==> src/rtl/io1_ram_sequencer.sv <==
// IO1 SRAM window sequencer: turns synchronised PHI2/IO1 accesses into timed SRAM strobes,
// with an IO2 page/status register file supplying address_mem[18:8].
//
// state  | meaning
// IDLE   | waiting for a synced PHI2 rise with IO1 or IO2 selected
// SETUP  | _ce_ram low, address (and write data) settling
// STROBE | _we_mem low on writes, read data settling on reads
// HOLD   | strobes released, read data driven to CPU until PHI2 falls
module io1_ram_sequencer #(
  parameter int SETUP_CYCLES  = 1,
  parameter int STROBE_CYCLES = 3
) (
  input  logic        clock_mult,
  input  logic        reset_cpu,
  input  logic        clock_cpu,
  input  logic        r_w_cpu,
  input  logic [2:1]  _io,
  input  logic [15:0] address_cpu,
  input  logic [7:0]  data_cpu_in,
  output logic [7:0]  data_cpu_out,
  output logic        data_cpu_oe,
  output logic [18:0] address_mem,
  input  logic [7:0]  data_mem_in,
  output logic [7:0]  data_mem_out,
  output logic        data_mem_oe,
  output logic        _we_mem,
  output logic        _ce_ram
);

  localparam int CW = 8;

  typedef enum logic [1:0] {IDLE, SETUP, STROBE, HOLD} state_t;

  state_t          state;
  logic [CW-1:0]   cnt;
  logic            rw_l;
  logic            reg_acc;
  logic [7:0]      addr_l;
  logic [10:0]     page;
  logic            overrun;

  logic [19:0]     sync1, sync2;
  logic            phi_prev;
  logic            phi_s, rw_s, rise, fall;
  logic [2:1]      io_s;
  logic [7:0]      addr_s, data_s;
  logic            unused_addr_hi;

  assign unused_addr_hi = &{1'b0, address_cpu[15:8]};

  // The pipeline keeps running through reset so a reset while PHI2 is high
  // cannot manufacture a false rise afterwards.
  always_ff @(posedge clock_mult) begin
    sync1    <= {clock_cpu, r_w_cpu, _io, address_cpu[7:0], data_cpu_in};
    sync2    <= sync1;
    phi_prev <= sync2[19];
  end

  assign phi_s  = sync2[19];
  assign rw_s   = sync2[18];
  assign io_s   = sync2[17:16];
  assign addr_s = sync2[15:8];
  assign data_s = sync2[7:0];
  assign rise   = phi_s & ~phi_prev;
  assign fall   = ~phi_s & phi_prev;

  always_ff @(posedge clock_mult) begin
    if (reset_cpu) begin
      state        <= IDLE;
      cnt          <= '0;
      rw_l         <= 1'b1;
      reg_acc      <= 1'b0;
      addr_l       <= '0;
      page         <= '0;
      overrun      <= 1'b0;
      data_cpu_out <= '0;
      data_cpu_oe  <= 1'b0;
      address_mem  <= '0;
      data_mem_out <= '0;
      data_mem_oe  <= 1'b0;
      _we_mem      <= 1'b1;
      _ce_ram      <= 1'b1;
    end else begin
      case (state)
        IDLE: begin
          if (rise && !io_s[1]) begin
            rw_l        <= rw_s;
            addr_l      <= addr_s;
            reg_acc     <= 1'b0;
            address_mem <= {page, addr_s};
            _ce_ram     <= 1'b0;
            data_mem_oe <= ~rw_s;
            if (!rw_s) data_mem_out <= data_s;
            cnt         <= CW'(SETUP_CYCLES - 1);
            state       <= SETUP;
          end else if (rise && !io_s[2]) begin
            rw_l    <= rw_s;
            addr_l  <= addr_s;
            reg_acc <= 1'b1;
            if (rw_s) begin
              case (addr_s)
                8'h00: begin data_cpu_out <= page[7:0];              data_cpu_oe <= 1'b1; end
                8'h01: begin data_cpu_out <= {5'b0, page[10:8]};     data_cpu_oe <= 1'b1; end
                8'h02: begin data_cpu_out <= {7'b0, overrun};        data_cpu_oe <= 1'b1; end
                default: data_cpu_oe <= 1'b0;
              endcase
            end
            state <= HOLD;
          end
        end
        SETUP, STROBE: begin
          // PHI2 ended before the access completed: drop everything, flag it.
          if (fall) begin
            _ce_ram     <= 1'b1;
            _we_mem     <= 1'b1;
            data_mem_oe <= 1'b0;
            data_cpu_oe <= 1'b0;
            overrun     <= 1'b1;
            state       <= IDLE;
          end else if (state == SETUP) begin
            if (!rw_l) data_mem_out <= data_s;
            if (cnt == '0) begin
              cnt     <= CW'(STROBE_CYCLES - 1);
              _we_mem <= rw_l;
              state   <= STROBE;
            end else begin
              cnt <= cnt - 1'b1;
            end
          end else if (cnt == '0) begin
            _we_mem     <= 1'b1;
            _ce_ram     <= 1'b1;
            data_mem_oe <= 1'b0;
            if (rw_l) begin
              data_cpu_out <= data_mem_in;
              data_cpu_oe  <= 1'b1;
            end
            state <= HOLD;
          end else begin
            cnt <= cnt - 1'b1;
          end
        end
        HOLD: begin
          if (fall) begin
            data_cpu_oe <= 1'b0;
            state       <= IDLE;
            if (reg_acc && !rw_l) begin
              case (addr_l)
                8'h00:   page[7:0]  <= data_s;
                8'h01:   page[10:8] <= data_s[2:0];
                8'h02:   overrun    <= 1'b0;
                default: ;
              endcase
            end
          end
        end
        default: state <= IDLE;
      endcase
    end
  end

endmodule

==> config.mk <==
export PLATFORM = sky130hd
export DESIGN_NAME = io1_ram_sequencer
export DESIGN_NICKNAME = d
export VERILOG_FILES = /design/src/rtl/io1_ram_sequencer.sv
export SDC_FILE = /design/constraint.sdc
export NUM_CORES = 1
export LEC_CHECK = 0
export BUFFER_PORTS_ARGS = -buffer_cell sky130_fd_sc_hd__buf_4
export CAP_MARGIN = 20
export CORE_ASPECT_RATIO = 0.6
export CORE_MARGIN = 2
export CORE_UTILIZATION = 50
export CTS_BUF_LIST = sky130_fd_sc_hd__clkbuf_2 sky130_fd_sc_hd__clkbuf_4 sky130_fd_sc_hd__clkbuf_8
export CTS_CLUSTER_DIAMETER = 100
export DETAILED_ROUTE_END_ITERATION = 16
export MAX_ROUTING_LAYER = met4
export PLACE_DENSITY = 0.84
export SLEW_MARGIN = 20
export SYNTH_ARGS = -nofsm -noshare
export SYNTH_HDL_FRONTEND = slang
export SYNTH_SLANG_ARGS = --single-unit
==> constraint.sdc <==
create_clock -name clock_mult -period 2.8 [get_ports clock_mult]
set_input_delay 0.84 -clock clock_mult [delete_from_list [all_inputs] [get_ports clock_mult]]
set_output_delay 0.84 -clock clock_mult [all_outputs]
set_load 0.03 [all_outputs]
==> impl_metrics.toml <==
[placed_design]
gp_congestion = 0.870
hpwl_mm = 6.17
port_buffers = 68

[cts]
worst_skew_pair.late_latency_ps = 380
hold_buffers = 0
cts_max_path_buffers = 2
post_cts_buffers = 0
tritoncts = "yes"
clock-sinks = 112
clk_pin_slew_ps = 100
cts_max_level = 3
ctsResizeCount = 0
cts_root_buf = "clkbuf_8"
cts_buffers = 9

[setup_path]
critical_path.max_fanout = 17
cp.arrival_ps = 2650
end_kind = "flop"
worst_r2r_path_depth = 8
critPathKind = "reg2reg"
worstSetupStartpointType = "flop"
required_ps = 3120

[worst_hold_path]
hold_depth = 0
hp-class = "reg2reg"

[timing]
fin_crit_ps = 2330
slew_headroom = 0.491
rsz0062_at_grt = "no"
worstMarginPinSlew_ps = 764
fmax_ghz = 0.428
finalMaxSlewViolations = 0
fin_setup_tns_ps = 0
skew_ps = 6.64
fin_hold_ws_ps = 334
finalSetupViolations = 0
timing.final.hold_violations = 0
period_share = 0.834

[synthesis]
synth-seq-cells = 112
synth_edf_count = 0
synth_cell_types = 61
synth_cells = 412
async_flop_share = 0
synthTopCellsByCount = "dfxtp_1, nand2_1, nor2_1"
synth_top_area_cell = "dfxtp_1"
syn-num-nets = 459
netlist_area_um2 = 4110
yosysMostFrequentCell = "dfxtp_1"
synthTopCellsByArea = "dfxtp_1, mux2i_1, nand2_1"
synth_ff_type = "dfxtp_1"
synth_top_area_frac = 0.546
avgSynthCellArea_um2 = 9.97
ys_seq_area_frac = 0.546
synth_warnings = 0

[global_routing]
grt_usage = 0.212
met1_usage = 0.286
antenna_found_initial = 0
grt_max_degree = 40
grt_pass1_wl_mm = 14.1
grt_overflow = 0
grt_pass1_vias = 2913
gr-usage-met3 = 0.0713
grt.busiest_layer = "met2"
gr-usage-met2 = 0.304

[die]
core_area_um2 = 7910
rows = 25
top_level_ports = 77
die_x_um = 121
start_util = 0.519
dieArea_um2 = 8980
fp.dieH_um = 74.2

[final_layout]
layout-drive-gt1-share = 0.233
nets = 527
diodes = 0
area_growth_pct = 20.7

[power_and_ir_drop]
sw_frac_of_total = 0.357
pwr-share-clk = 0.229
combPwrFrac = 0.356
p_sw_mw = 1.66
p_int_mw = 2.99
ir_drop_mv = 0.387
leakagePower_nw = 2.10
p_seq_frac = 0.415
power_density_nw_per_um2 = 936

[route]
ant_nets = 0
num_vias = 3197
drt_iter0_markers = 292
drt-wirelength-per-cell_um = 14.7
via_per_inst = 5.39
drt-pass1-iter-count = 5
drc_errors = 0
drt-total-wl_mm = 8.75

[job]
cap_violations = 0

[status]
status = "finished, final reports clean"
through the flow:
step	power [mW]	utilization	instances	setup WS, ps	instance area [um^2]
after floorplan	3.13	-	412	567	4110
after global placement	3.54	0.598	577	568	4730
after detailed placement	3.60	0.598	577	503	4730
after CTS	4.66	0.627	593	479	4960
after global routing	4.91	0.627	593	325	4960
final	4.64	0.627	593	466	4960
final cells by class:
type | count | area [um^2]
Clock buffer | 11 | 139
Clock inverter | 5 | 87.6
Fill cell | 650 | 2950
Inverter | 16 | 60.1
Multi-Input combinational cell | 264 | 1720
Sequential cell | 112 | 2240
Tap cell | 108 | 135
Timing Repair Buffer | 77 | 578
final timing paths:
kind                                from  slack, ps       end
worst max-delay path            state[0]        470    cnt[1]
worst min-delay path            sync1[4]        330  sync2[4]
worst max register to register  state[0]        470    cnt[1]
worst min register to register  sync1[4]        330  sync2[4]
routing by layer:
layer  wire length (um)  vias up
met4                139        0
li1                   -     1573
met5                  0        -
met3                574       14
met1               4220     1513
met2               3820       97
layout by cell type (no fill, tap or decap), types with 2 or more instances in the layout:
cell / instances
a211o_1: 2
a211oi_1: 2
a21oi_1: 29
a221oi_1: 3
a311oi_1: 5
a31oi_1: 2
buf_4: 77
bufinv_16: 2
clkbuf_4: 2
clkbuf_8: 9
dfxtp_1: 112
ha_1: 9
inv_1: 15
mux2i_1: 30
nand2_1: 52
nand2b_1: 7
nand3_1: 8
nand3b_1: 3
nor2_1: 41
nor2b_1: 3
nor3_1: 2
nor4_1: 3
o211ai_1: 4
o21a_1: 3
o21ai_0: 8
o31ai_1: 5
o32ai_2: 2
or3_1: 2
or3_2: 3
or4_1: 6
or4b_2: 2
critical path, stage by stage (launching register included):
cell and delay [ps]:
dfxtp_1 430, inv_1 130, ha_1 340, inv_1 150
o21a_1 180, o21ai_1 70, buf_4 190, or4b_2 630
a21oi_1 140
registers in the layout (all words and copies together) (netlist names), 2 cells and up:
signal	cells
addr_l	8
address_mem	19
cnt	8
data_cpu_out	8
data_mem_out	8
page	11
state	2
sync1	20
sync2	20
power by group through the flow:
| stage | combinational (mW) | sequential, mW | clock (mW) |
|---|---|---|---|
| floorplan | 1.01 | 2.12 | 0 |
| global placement | 1.59 | 1.95 | 0 |
| detailed placement | 1.63 | 1.96 | 0 |
| CTS | 1.65 | 1.93 | 1.09 |
| global route | 1.80 | 1.95 | 1.15 |
| finish | 1.65 | 1.93 | 1.06 |
cell families after synthesis:
| kind of cell | synth area share |
|---|---|
| muxes | 0.0731 |
| adders and majority gates | 0.0274 |
| DFF | 0.546 |
| buffers and inverters | 0.0359 |
| AOI/OAI and AO/OA | 0.148 |
| and+or+nand+nor | 0.168 |
| xor gates and xnor gates | 0.00213 |
No activity file was read; power rests on OpenSTA's default activity.
